===== src/rtl/five_stage_memory_arbiter_if.sv =====
// Bus bundle between the five-stage core, the memory arbiter and the unified memory.
//   fetch side : i_read, i_address -> ; <- i_ready, i_valid, i_data, i_address_out
//   data side  : d_read, d_write, d_byte_en, d_address, d_data_in -> ;
//                <- d_ready, d_valid, d_data, d_address_out
//   memory side: <- mem_read, mem_write, mem_byte_en, mem_address, mem_data_out ;
//                mem_ready, mem_valid, mem_data_in, mem_address_in ->
//   status     : unexpected_resp (sticky error flag from the arbiter)
// The arbiter connects through modport slave; the environment (core + memory)
// connects through modport master.
interface five_stage_memory_arbiter_if #(
  parameter int ADDRESS_BITS = 20,
  parameter int DATA_WIDTH   = 32,
  parameter int NUM_BYTES    = DATA_WIDTH / 8
);
  logic                    i_read;
  logic [ADDRESS_BITS-1:0] i_address;
  logic                    i_ready;
  logic                    i_valid;
  logic [DATA_WIDTH-1:0]   i_data;
  logic [ADDRESS_BITS-1:0] i_address_out;

  logic                    d_read;
  logic                    d_write;
  logic [NUM_BYTES-1:0]    d_byte_en;
  logic [ADDRESS_BITS-1:0] d_address;
  logic [DATA_WIDTH-1:0]   d_data_in;
  logic                    d_ready;
  logic                    d_valid;
  logic [DATA_WIDTH-1:0]   d_data;
  logic [ADDRESS_BITS-1:0] d_address_out;

  logic                    mem_read;
  logic                    mem_write;
  logic [NUM_BYTES-1:0]    mem_byte_en;
  logic [ADDRESS_BITS-1:0] mem_address;
  logic [DATA_WIDTH-1:0]   mem_data_out;
  logic                    mem_ready;
  logic                    mem_valid;
  logic [DATA_WIDTH-1:0]   mem_data_in;
  logic [ADDRESS_BITS-1:0] mem_address_in;

  logic                    unexpected_resp;

  modport slave (
    input  i_read, i_address, d_read, d_write, d_byte_en, d_address, d_data_in,
           mem_ready, mem_valid, mem_data_in, mem_address_in,
    output i_ready, i_valid, i_data, i_address_out,
           d_ready, d_valid, d_data, d_address_out,
           mem_read, mem_write, mem_byte_en, mem_address, mem_data_out,
           unexpected_resp
  );

  modport master (
    output i_read, i_address, d_read, d_write, d_byte_en, d_address, d_data_in,
           mem_ready, mem_valid, mem_data_in, mem_address_in,
    input  i_ready, i_valid, i_data, i_address_out,
           d_ready, d_valid, d_data, d_address_out,
           mem_read, mem_write, mem_byte_en, mem_address, mem_data_out,
           unexpected_resp
  );
endinterface


===== src/rtl/five_stage_memory_arbiter.sv =====
// Arbiter sharing one single-ported memory between instruction fetch and data access.
// Ports:
//   clock, reset : system clock, synchronous active-high reset
//   scan         : enables the per-cycle debug display inside the scan window
//   bus          : five_stage_memory_arbiter_if.slave (fetch, data, memory buses
//                  and the sticky unexpected_resp flag)
// Grants are combinational (zero-cycle issue). Data wins by default; after
// DATA_BURST_MAX data grants while fetch waits, fetch is forced through.
// Reads push the requester ID (0 fetch, 1 data) into an in-order ID FIFO so
// responses can be steered back; writes are not tracked.
// Optional macro ARB_ROUND_ROBIN_EN: replaces the starvation counter with
// alternating priority (data first after reset).
module five_stage_memory_arbiter #(
  parameter int CORE            = 0,
  parameter int ADDRESS_BITS    = 20,
  parameter int DATA_WIDTH      = 32,
  parameter int NUM_BYTES       = DATA_WIDTH / 8,
  parameter int MAX_OUTSTANDING = 4,
  parameter int DATA_BURST_MAX  = 4,
  parameter int SCAN_CYCLES_MIN = 0,
  parameter int SCAN_CYCLES_MAX = 1000
) (
  input  logic                           clock,
  input  logic                           reset,
  input  logic                           scan,
  five_stage_memory_arbiter_if.slave     bus
);
  localparam int PW = $clog2(MAX_OUTSTANDING);
  localparam int CW = $clog2(MAX_OUTSTANDING + 1);
  localparam logic [CW-1:0] MAX_CNT = CW'(MAX_OUTSTANDING);
  localparam logic [CW-1:0] ONE_CNT = CW'(1);
  localparam logic [PW-1:0] ONE_PTR = PW'(1);

  typedef enum logic [1:0] {
    ST_IDLE = 2'd0,
    ST_BUSY = 2'd1,
    ST_FULL = 2'd2
  } fifo_state_t;

  fifo_state_t                state_r;
  logic [CW-1:0]              fifo_count_r;
  logic [CW-1:0]              count_next_s;
  logic [PW-1:0]              wr_ptr_r;
  logic [PW-1:0]              rd_ptr_r;
  logic [MAX_OUTSTANDING-1:0] id_mem_r;
  logic                       unexpected_r;
  logic                       fifo_empty_s;
  logic                       fifo_full_s;
  logic                       head_id_s;
  logic                       pop_s;
  logic                       push_s;
  logic                       can_issue_s;
  logic                       d_req_s;
  logic                       fetch_wins_s;
  logic                       grant_i_s;
  logic                       grant_d_s;
  logic [31:0]                prio_view_s;

`ifdef ARB_ROUND_ROBIN_EN
  logic fetch_prio_r;

  // Alternating priority: whoever was granted last yields to the other side.
  always_ff @(posedge clock) begin
    if (reset) begin
      fetch_prio_r <= 1'b0;
    end else if (grant_d_s) begin
      fetch_prio_r <= 1'b1;
    end else if (grant_i_s) begin
      fetch_prio_r <= 1'b0;
    end else begin
      fetch_prio_r <= fetch_prio_r;
    end
  end

  assign fetch_wins_s = bus.i_read & fetch_prio_r;
  assign prio_view_s  = 32'(fetch_prio_r);
`else
  localparam int SW = $clog2(DATA_BURST_MAX + 1);
  localparam logic [SW-1:0] BURST_CNT = SW'(DATA_BURST_MAX);
  localparam logic [SW-1:0] ONE_ST    = SW'(1);
  logic [SW-1:0] starve_r;

  // Count data grants that overtook a waiting fetch; saturates at the burst limit.
  always_ff @(posedge clock) begin
    if (reset) begin
      starve_r <= {SW{1'b0}};
    end else if (!bus.i_read || grant_i_s) begin
      starve_r <= {SW{1'b0}};
    end else if (grant_d_s && (starve_r != BURST_CNT)) begin
      starve_r <= starve_r + ONE_ST;
    end else begin
      starve_r <= starve_r;
    end
  end

  assign fetch_wins_s = bus.i_read & (starve_r == BURST_CNT);
  assign prio_view_s  = 32'(starve_r);
`endif

  // Grant decision and FIFO bookkeeping for the current cycle.
  always_comb begin
    fifo_empty_s = (state_r == ST_IDLE);
    fifo_full_s  = (state_r == ST_FULL);
    head_id_s    = id_mem_r[rd_ptr_r];
    pop_s        = bus.mem_valid & ~fifo_empty_s;
    // A full FIFO can still accept a new read when a response frees a slot now.
    can_issue_s  = bus.mem_ready & (~fifo_full_s | pop_s);
    d_req_s      = bus.d_read | bus.d_write;
    grant_d_s    = can_issue_s & d_req_s & ~fetch_wins_s;
    grant_i_s    = can_issue_s & bus.i_read & ~grant_d_s;
    // Read+write together is a store: nothing comes back, so nothing is pushed.
    push_s       = grant_i_s | (grant_d_s & ~bus.d_write);
    case ({push_s, pop_s})
      2'b10:   count_next_s = fifo_count_r + ONE_CNT;
      2'b01:   count_next_s = fifo_count_r - ONE_CNT;
      default: count_next_s = fifo_count_r;
    endcase
  end

  // ID FIFO storage, occupancy FSM and the sticky unexpected-response flag.
  always_ff @(posedge clock) begin
    if (reset) begin
      state_r      <= ST_IDLE;
      fifo_count_r <= {CW{1'b0}};
      wr_ptr_r     <= {PW{1'b0}};
      rd_ptr_r     <= {PW{1'b0}};
      id_mem_r     <= {MAX_OUTSTANDING{1'b0}};
      unexpected_r <= 1'b0;
    end else begin
      if (push_s) begin
        id_mem_r[wr_ptr_r] <= grant_d_s;
        wr_ptr_r           <= wr_ptr_r + ONE_PTR;
      end
      if (pop_s) begin
        rd_ptr_r <= rd_ptr_r + ONE_PTR;
      end
      if (bus.mem_valid && fifo_empty_s) begin
        unexpected_r <= 1'b1;
      end
      fifo_count_r <= count_next_s;
      if (count_next_s == {CW{1'b0}}) begin
        state_r <= ST_IDLE;
      end else if (count_next_s == MAX_CNT) begin
        state_r <= ST_FULL;
      end else begin
        state_r <= ST_BUSY;
      end
    end
  end

  assign bus.i_ready         = grant_i_s;
  assign bus.d_ready         = grant_d_s;
  assign bus.mem_read        = grant_i_s | (grant_d_s & ~bus.d_write);
  assign bus.mem_write       = grant_d_s & bus.d_write;
  assign bus.mem_address     = grant_d_s ? bus.d_address :
                               (grant_i_s ? bus.i_address : {ADDRESS_BITS{1'b0}});
  assign bus.mem_byte_en     = (grant_d_s & bus.d_write) ? bus.d_byte_en :
                               ((grant_i_s | grant_d_s) ? {NUM_BYTES{1'b1}} : {NUM_BYTES{1'b0}});
  assign bus.mem_data_out    = (grant_d_s & bus.d_write) ? bus.d_data_in : {DATA_WIDTH{1'b0}};
  assign bus.i_valid         = pop_s & ~head_id_s;
  assign bus.d_valid         = pop_s & head_id_s;
  assign bus.i_data          = bus.mem_data_in;
  assign bus.d_data          = bus.mem_data_in;
  assign bus.i_address_out   = bus.mem_address_in;
  assign bus.d_address_out   = bus.mem_address_in;
  assign bus.unexpected_resp = unexpected_r;

  int cycle_r;

  // Free-running cycle counter that defines the scan display window.
  always_ff @(posedge clock) begin
    if (reset) begin
      cycle_r <= 32'sd0;
    end else begin
      cycle_r <= cycle_r + 32'sd1;
    end
  end

`ifndef SYNTHESIS
  // Debug trace of arbitration state while scan is enabled.
  always_ff @(posedge clock) begin
    if (!reset && scan && (cycle_r >= SCAN_CYCLES_MIN) && (cycle_r <= SCAN_CYCLES_MAX)) begin
      $display("[scan core %0d] cycle %0d fifo_count %0d head %0d prio %0d grant_i %0b grant_d %0b",
               CORE, cycle_r, fifo_count_r, head_id_s, prio_view_s, grant_i_s, grant_d_s);
    end
  end
`endif
endmodule


===== src/flat_wrapper.sv =====
// flat-port wrapper written by rule: the top's interface ports become plain ports
module five_stage_memory_arbiter_flat 
#(
  parameter int CORE            = 0,
  parameter int ADDRESS_BITS    = 20,
  parameter int DATA_WIDTH      = 32,
  parameter int NUM_BYTES       = DATA_WIDTH / 8,
  parameter int MAX_OUTSTANDING = 4,
  parameter int DATA_BURST_MAX  = 4,
  parameter int SCAN_CYCLES_MIN = 0,
  parameter int SCAN_CYCLES_MAX = 1000
)
  (clock, reset, scan, bus_i_read, bus_i_address, bus_d_read, bus_d_write, bus_d_byte_en, bus_d_address, bus_d_data_in, bus_mem_ready, bus_mem_valid, bus_mem_data_in, bus_mem_address_in, bus_i_ready, bus_i_valid, bus_i_data, bus_i_address_out, bus_d_ready, bus_d_valid, bus_d_data, bus_d_address_out, bus_mem_read, bus_mem_write, bus_mem_byte_en, bus_mem_address, bus_mem_data_out, bus_unexpected_resp);
  five_stage_memory_arbiter_if #(.ADDRESS_BITS(ADDRESS_BITS), .DATA_WIDTH(DATA_WIDTH), .NUM_BYTES(NUM_BYTES)) bus_i ();
  input  logic clock;
  input  logic reset;
  input  logic scan;
  input wire logic [$bits(bus_i.i_read)-1:0] bus_i_read;
  input wire logic [$bits(bus_i.i_address)-1:0] bus_i_address;
  input wire logic [$bits(bus_i.d_read)-1:0] bus_d_read;
  input wire logic [$bits(bus_i.d_write)-1:0] bus_d_write;
  input wire logic [$bits(bus_i.d_byte_en)-1:0] bus_d_byte_en;
  input wire logic [$bits(bus_i.d_address)-1:0] bus_d_address;
  input wire logic [$bits(bus_i.d_data_in)-1:0] bus_d_data_in;
  input wire logic [$bits(bus_i.mem_ready)-1:0] bus_mem_ready;
  input wire logic [$bits(bus_i.mem_valid)-1:0] bus_mem_valid;
  input wire logic [$bits(bus_i.mem_data_in)-1:0] bus_mem_data_in;
  input wire logic [$bits(bus_i.mem_address_in)-1:0] bus_mem_address_in;
  output wire logic [$bits(bus_i.i_ready)-1:0] bus_i_ready;
  output wire logic [$bits(bus_i.i_valid)-1:0] bus_i_valid;
  output wire logic [$bits(bus_i.i_data)-1:0] bus_i_data;
  output wire logic [$bits(bus_i.i_address_out)-1:0] bus_i_address_out;
  output wire logic [$bits(bus_i.d_ready)-1:0] bus_d_ready;
  output wire logic [$bits(bus_i.d_valid)-1:0] bus_d_valid;
  output wire logic [$bits(bus_i.d_data)-1:0] bus_d_data;
  output wire logic [$bits(bus_i.d_address_out)-1:0] bus_d_address_out;
  output wire logic [$bits(bus_i.mem_read)-1:0] bus_mem_read;
  output wire logic [$bits(bus_i.mem_write)-1:0] bus_mem_write;
  output wire logic [$bits(bus_i.mem_byte_en)-1:0] bus_mem_byte_en;
  output wire logic [$bits(bus_i.mem_address)-1:0] bus_mem_address;
  output wire logic [$bits(bus_i.mem_data_out)-1:0] bus_mem_data_out;
  output wire logic [$bits(bus_i.unexpected_resp)-1:0] bus_unexpected_resp;
  assign bus_i.i_read = bus_i_read;
  assign bus_i.i_address = bus_i_address;
  assign bus_i.d_read = bus_d_read;
  assign bus_i.d_write = bus_d_write;
  assign bus_i.d_byte_en = bus_d_byte_en;
  assign bus_i.d_address = bus_d_address;
  assign bus_i.d_data_in = bus_d_data_in;
  assign bus_i.mem_ready = bus_mem_ready;
  assign bus_i.mem_valid = bus_mem_valid;
  assign bus_i.mem_data_in = bus_mem_data_in;
  assign bus_i.mem_address_in = bus_mem_address_in;
  assign bus_i_ready = bus_i.i_ready;
  assign bus_i_valid = bus_i.i_valid;
  assign bus_i_data = bus_i.i_data;
  assign bus_i_address_out = bus_i.i_address_out;
  assign bus_d_ready = bus_i.d_ready;
  assign bus_d_valid = bus_i.d_valid;
  assign bus_d_data = bus_i.d_data;
  assign bus_d_address_out = bus_i.d_address_out;
  assign bus_mem_read = bus_i.mem_read;
  assign bus_mem_write = bus_i.mem_write;
  assign bus_mem_byte_en = bus_i.mem_byte_en;
  assign bus_mem_address = bus_i.mem_address;
  assign bus_mem_data_out = bus_i.mem_data_out;
  assign bus_unexpected_resp = bus_i.unexpected_resp;
  five_stage_memory_arbiter #(.CORE(CORE), .ADDRESS_BITS(ADDRESS_BITS), .DATA_WIDTH(DATA_WIDTH), .NUM_BYTES(NUM_BYTES), .MAX_OUTSTANDING(MAX_OUTSTANDING), .DATA_BURST_MAX(DATA_BURST_MAX), .SCAN_CYCLES_MIN(SCAN_CYCLES_MIN), .SCAN_CYCLES_MAX(SCAN_CYCLES_MAX)) u_core (.clock(clock), .reset(reset), .scan(scan), .bus(bus_i));
endmodule

===== config.mk =====
export PLATFORM = sky130hd
export DESIGN_NAME = five_stage_memory_arbiter_flat
export DESIGN_NICKNAME = d
export VERILOG_FILES = /design/src/rtl/five_stage_memory_arbiter_if.sv /design/src/rtl/five_stage_memory_arbiter.sv /design/src/flat_wrapper.sv
export SDC_FILE = /design/constraint.sdc
export NUM_CORES = 1
export LEC_CHECK = 0
export BUFFER_PORTS_ARGS = -buffer_cell sky130_fd_sc_hd__buf_2
export CAP_MARGIN = 5
export CORE_AREA = 4 4 117 119
export DETAILED_ROUTE_END_ITERATION = 10
export DIE_AREA = 0 0 121 123
export HOLD_SLACK_MARGIN = 0.05
export PLACE_DENSITY_LB_ADDON = 0.25
export SETUP_SLACK_MARGIN = 0.02
export SYNTH_ARGS = -nofsm -noshare
export SYNTH_HDL_FRONTEND = slang
export SYNTH_SLANG_ARGS = --single-unit

===== constraint.sdc =====
create_clock -name clock -period 6.43 [get_ports clock]
set_input_delay 0.9645 -clock clock [delete_from_list [all_inputs] [get_ports clock]]
set_output_delay 0.9645 -clock clock [all_outputs]
set_load 0.05 [all_outputs]

## After elaboration in Yosys (flattened, before gate mapping)

Cells that the tools add are included.

- Word-level logic and storage cells: 63
- Bits in registers: 17

- Reduce and logical (&&, ||, !) cells: 9
- Bitwise logic cells: 21
- Multiplexer cells: 12
- $add $sub $neg: 5
- Equal/unequal tests: 6
- Order comparisons: 3

Operators by type and width:

| kind | count |
|---|---|
| two-way mux 20 bit | 2 |
| two-way mux 32 bit | 1 |
| AND 1 bit | 11 |
| two-way mux 4 bit | 2 |
| adder 3 x 1 -> 3 bit (second input constant) | 2 |
| == test 3 bit (second input constant) | 2 |
| less-than comparator 2 x 3 -> 1 bit (second input constant) | 2 |
| NOT 1 bit | 6 |
| case mux 3 bit (2 select lines) | 1 |
| adder 2 x 1 -> 2 bit (second input constant) | 2 |
| bitwise mux 4 bit | 1 |
| == test 2 bit (second input constant) | 2 |
| OR 1 bit | 4 |
| OR reduction 2 bit | 2 |
| logical AND 1 bit | 3 |
| logical NOT 3 bit | 1 |
| != test 3 bit (second input constant) | 1 |
| subtractor 3 x 1 -> 3 bit (second input constant) | 1 |
| binary-select mux 1 bit (select 2 bit) | 1 |
| demux 1 bit (select 2 bit) | 1 |
| == test 2 x 1 -> 1 bit (second input constant) | 1 |
| >= comparator 2 x 1 -> 1 bit (second input constant) | 1 |
| logical NOT 2 bit | 1 |
| two-way mux 1 bit | 2 |
| 3 further kinds | 3 |

## Depth between registers and ports, before layout

- Depth after elaboration: 14
- Gate-level depth with buffers: 12

## Least setup slack after synthesis

OpenSTA, ideal clock, no wires.

- Path type: input to output
- Start point: input bus_i_read
- End point: output bus_mem_data_out[26]
- Slack: 3,237 ps
- Cell stages on the path: 4
- Required time: 5,465 ps
- Data arrival time: 2,228 ps
- Cells stage by stage: and3_4 -> nor4b_4 -> buf_6 -> and2_1

- Cells in the longest elaborated chain, start to end: 5

Ends and longest elaborated chain:

| what | line | text |
|---|---|---|
| from (decl) | flat_wrapper.sv:18 | `input wire logic [$bits(bus_i.i_read)-1:0] bus_i_read;` |
| AND 1 bit | five_stage_memory_arbiter.sv:96 | `assign fetch_wins_s = bus.i_read & (starve_r == BURST_CNT);` |
| NOT 1 bit | five_stage_memory_arbiter.sv:109 | `grant_d_s = can_issue_s & d_req_s & ~fetch_wins_s;` |
| AND 1 bit | five_stage_memory_arbiter.sv:109 |  |
| AND 1 bit | - |  |
| net bus_mem_write | flat_wrapper.sv:38 | `output wire logic [$bits(bus_i.mem_write)-1:0] bus_mem_write;` |
| two-way mux 32 bit | five_stage_memory_arbiter.sv:159 | `assign bus.mem_data_out = (grant_d_s & bus.d_write) ? bus.d_data_in : {DATA_WIDTH{1'b0}};` |
| to (decl) | flat_wrapper.sv:41 | `output wire logic [$bits(bus_i.mem_data_out)-1:0] bus_mem_data_out;` |

The timed path passes the listed nets, and every way through them passes these cells.

## Worst setup path in the final report

- Start point: input bus_d_write
- End point: output bus_mem_address[7]

- Cells in the longest elaborated chain, start to end: 7

Ends and longest elaborated chain:

| what | line | text |
|---|---|---|
| from (decl) | flat_wrapper.sv:21 | `input wire logic [$bits(bus_i.d_write)-1:0] bus_d_write;` |
| OR 1 bit (*) | five_stage_memory_arbiter.sv:108 | `d_req_s = bus.d_read \| bus.d_write;` |
| AND 1 bit (*) (2 in series) | five_stage_memory_arbiter.sv:109 |  |
| NOT 1 bit | five_stage_memory_arbiter.sv:110 | `grant_i_s = can_issue_s & bus.i_read & ~grant_d_s;` |
| AND 1 bit | five_stage_memory_arbiter.sv:110 |  |
| two-way mux 20 bit | five_stage_memory_arbiter.sv:156 | `(grant_i_s ? bus.i_address : {ADDRESS_BITS{1'b0}});` |
| two-way mux 20 bit (*) | five_stage_memory_arbiter.sv:155 | `assign bus.mem_address = grant_d_s ? bus.d_address :` |
| to (decl) | flat_wrapper.sv:40 | `output wire logic [$bits(bus_i.mem_address)-1:0] bus_mem_address;` |

Every way passes the cells marked *; elsewhere a longest branch is shown, timed or not.

==> impl_metrics.json <==
{
  "outcome": "finished, final reports clean",
  "vias_per_cell": 3.71,
  "portBuffers": 145,
  "synth.area.top_cells": "buf_4, dfxtp_1, and2_1",
  "hp-class": "reg -> reg",
  "num_rows": 41,
  "drc_errors": 0,
  "start_util_pct": 17.6,
  "ys.warnings.count": 0,
  "path_max_fanout": 25,
  "worstMarginPinSlew_ps": 969,
  "leakage_nw": 1.22,
  "core_um2": 12600,
  "rsz0062_at_grt": "no",
  "ys_seq_area_share_pct": 15.4,
  "wl_per_cell_um": 13.3,
  "syn_to_final_growth_pct": 7.49,
  "grt_start_max_net_pins": 38,
  "endpoint_kind": "output pin",
  "die_w_um": 121,
  "postCtsHoldBufs": 0,
  "gr-total-overflow": 0,
  "power_frac_comb_pct": 44.4,
  "internal_power_uw": 262,
  "synth_edf_count": 0,
  "grt_pass1_vias": 1848,
  "fmax_mhz": 279,
  "syn_area_um2": 2210,
  "antenna_found_initial": 2,
  "firstDrtPassIters": 4,
  "switchingPower_uw": 179,
  "die_h_um": 123,
  "insertion_delay_ps": 250,
  "pwr-share-seq_pct": 27.6,
  "regArea_um2": 340,
  "cts_buffer_depth": 2,
  "clock_sinks": 17,
  "synthTopCellsByCount": "buf_4, and2_1, a22o_1",
  "yosysTopAreaCellShare_pct": 35.4,
  "pin_count": 303,
  "drt_iter0_drc": 36,
  "post-cts-setup-buffer-count": 0,
  "drive_above_1_share_pct": 50.5,
  "ctsRootBufferMaster": "clkbuf_16",
  "fill_cells": 1428,
  "hpwl_um": 5430,
  "numCtsBuffers": 3,
  "numPlacedInstances": 481,
  "required_ps": 5470,
  "min_period_ps": 3580,
  "ys.flop_type": "dfxtp_1",
  "place_congestion": 0.711,
  "cts_tree": "built",
  "syn_nets": 420,
  "postSynthCellCount": 276,
  "skew_ps": 4.25,
  "drt_wl_total_um": 6440,
  "worstPathArrival_ps": 2620,
  "p_sw_share_pct": 40.6,
  "grt_pass1_wl_um": 9520,
  "p_per_area_nw_per_um2": 186,
  "drv_slew": 0,
  "h-tree-depth": 1,
  "vias": 1801,
  "finalCritPeriodShare_pct": 55.7,
  "cp-start-kind": "input port",
  "clockPowerShare_pct": 28.0,
  "finalSetupTns_ps": 0,
  "yosysMostFrequentCell": "buf_4",
  "max_cap_viol_count": 0,
  "cts-resized-gates": 0,
  "setup_viol": 0,
  "clk_pin_slew_ps": 50,
  "synth_cell_type_count": 37,
  "fin_nets": 458,
  "ys_ff_latch": 17,
  "die-area_um2": 14900,
  "grt_usage_pct": 8.01,
  "hold_viol_final": 0,
  "multi_input_area_um2": 951,
  "instances_no_fill": 485,
  "path_class": "in -> out",
  "relSlewSlack_pct": 35.2,
  "n_antenna_cell": 0,
  "post_synth.cell_area_avg_um2": 7.99,
  "synth_largest_area_cell": "buf_4",
  "synth-async-reset-ratio_pct": 0,
  "ir_drop_mv": 0.0871,
  "ant_nets": 0
}
## final timing paths
path / from / to / slack, ps / cells after the start
max: bus_d_write / bus_mem_address[7] / 2850 / 5
max reg2reg: u_core.state_r[1] / u_core.state_r[1] / 3870 / 9
min reg2reg: u_core.bus.unexpected_resp / u_core.bus.unexpected_resp / 460 / 2
min: u_core.bus.unexpected_resp / u_core.bus.unexpected_resp / 460 / 2
## worst max-delay path, stage by stage
cell and delay (ps):
buf_2 110, o21ai_1 140, nor3_4 810, a22o_1 300, buf_2 270
## metal layers
metal	GRT usage (%)	wire length (um)	vias up
met5	0	13	-
li1	-	-	867
met3	2.93	747	34
met4	4.39	276	2
met2	14.1	3180	99
met1	8.29	2230	799
## registers in the layout (all words and copies together), names as in the netlist
name and count:
u_core.fifo_count_r 3, u_core.starve_r 3, u_core.bus.unexpected_resp 1, u_core.id_mem_r 4, u_core.state_r 2, u_core.rd_ptr_r 2, u_core.wr_ptr_r 2
## power groups by stage
stage / Sequential (mW) / Clock, mW / Combinational, mW
2_1_floorplan: 0.126 / 0 / 0.314
3_3_place_gp: 0.124 / 0 / 0.197
3_5_place_dp: 0.124 / 0 / 0.198
4_1_cts: 0.122 / 0.130 / 0.199
5_1_grt: 0.123 / 0.136 / 0.212
6_report: 0.122 / 0.123 / 0.195
## cell families after synthesis
family / synth area share (%)
AND/OR/NAND/NOR: 20.8
flip-flops: 15.4
XOR/XNOR: 2.38
multiplexers: 1.47
buffers and inverters: 41.5
adder cells (fa/ha/maj): 4.88
AO/OA/AOI/OAI: 13.6
## cell type report
class                           count  share of cell area [%]
Clock buffer                        4                    3.32
Sequential cell                    17                    14.4
Tap cell                          172                    9.08
Timing Repair Buffer              146                    30.9
Inverter                           14                    2.22
Multi-Input combinational cell    132                    40.1
## cells in the final DEF (no fill, tap or decap)
master     instances
dfxtp_1           17
a211oi_1           2
a211o_2            1
a21oi_1            8
mux4_2             1
o21bai_1           1
clkbuf_1           1
o21ai_1            1
nor2_1            12
and2_1            34
inv_2              1
or3_4              1
nor2_4             1
o22ai_1            1
ha_1               7
nand2_1           13
buf_2            145
nand3_1            5
a2bb2oi_1          1
clkbuf_16          3
a22o_1            20
nor3b_4            1
o21ai_0            5
mux2i_1            1
nor3_4             1
xnor2_1            3
or3_1              1
buf_4              1
nor3b_1            1
o21a_1             1
fa_1               1
nor4b_4            1
and3_4             1
nand3b_1           1
nor2b_1            2
xor2_1             3
inv_1             13
## through the flow
stage	hold WS [ps]	util, %	total power [mW]	setup slack, ps	area, um2
finish	463	18.9	0.440	2850	2370
global route	518	18.9	0.472	2670	2370
CTS	474	18.9	0.451	2800	2370
detailed placement	462	18.2	0.322	2820	2290
global placement	456	18.2	0.320	2820	2290
floorplan	444	-	0.439	3240	2210
Power figures use the tool's default switching activity.
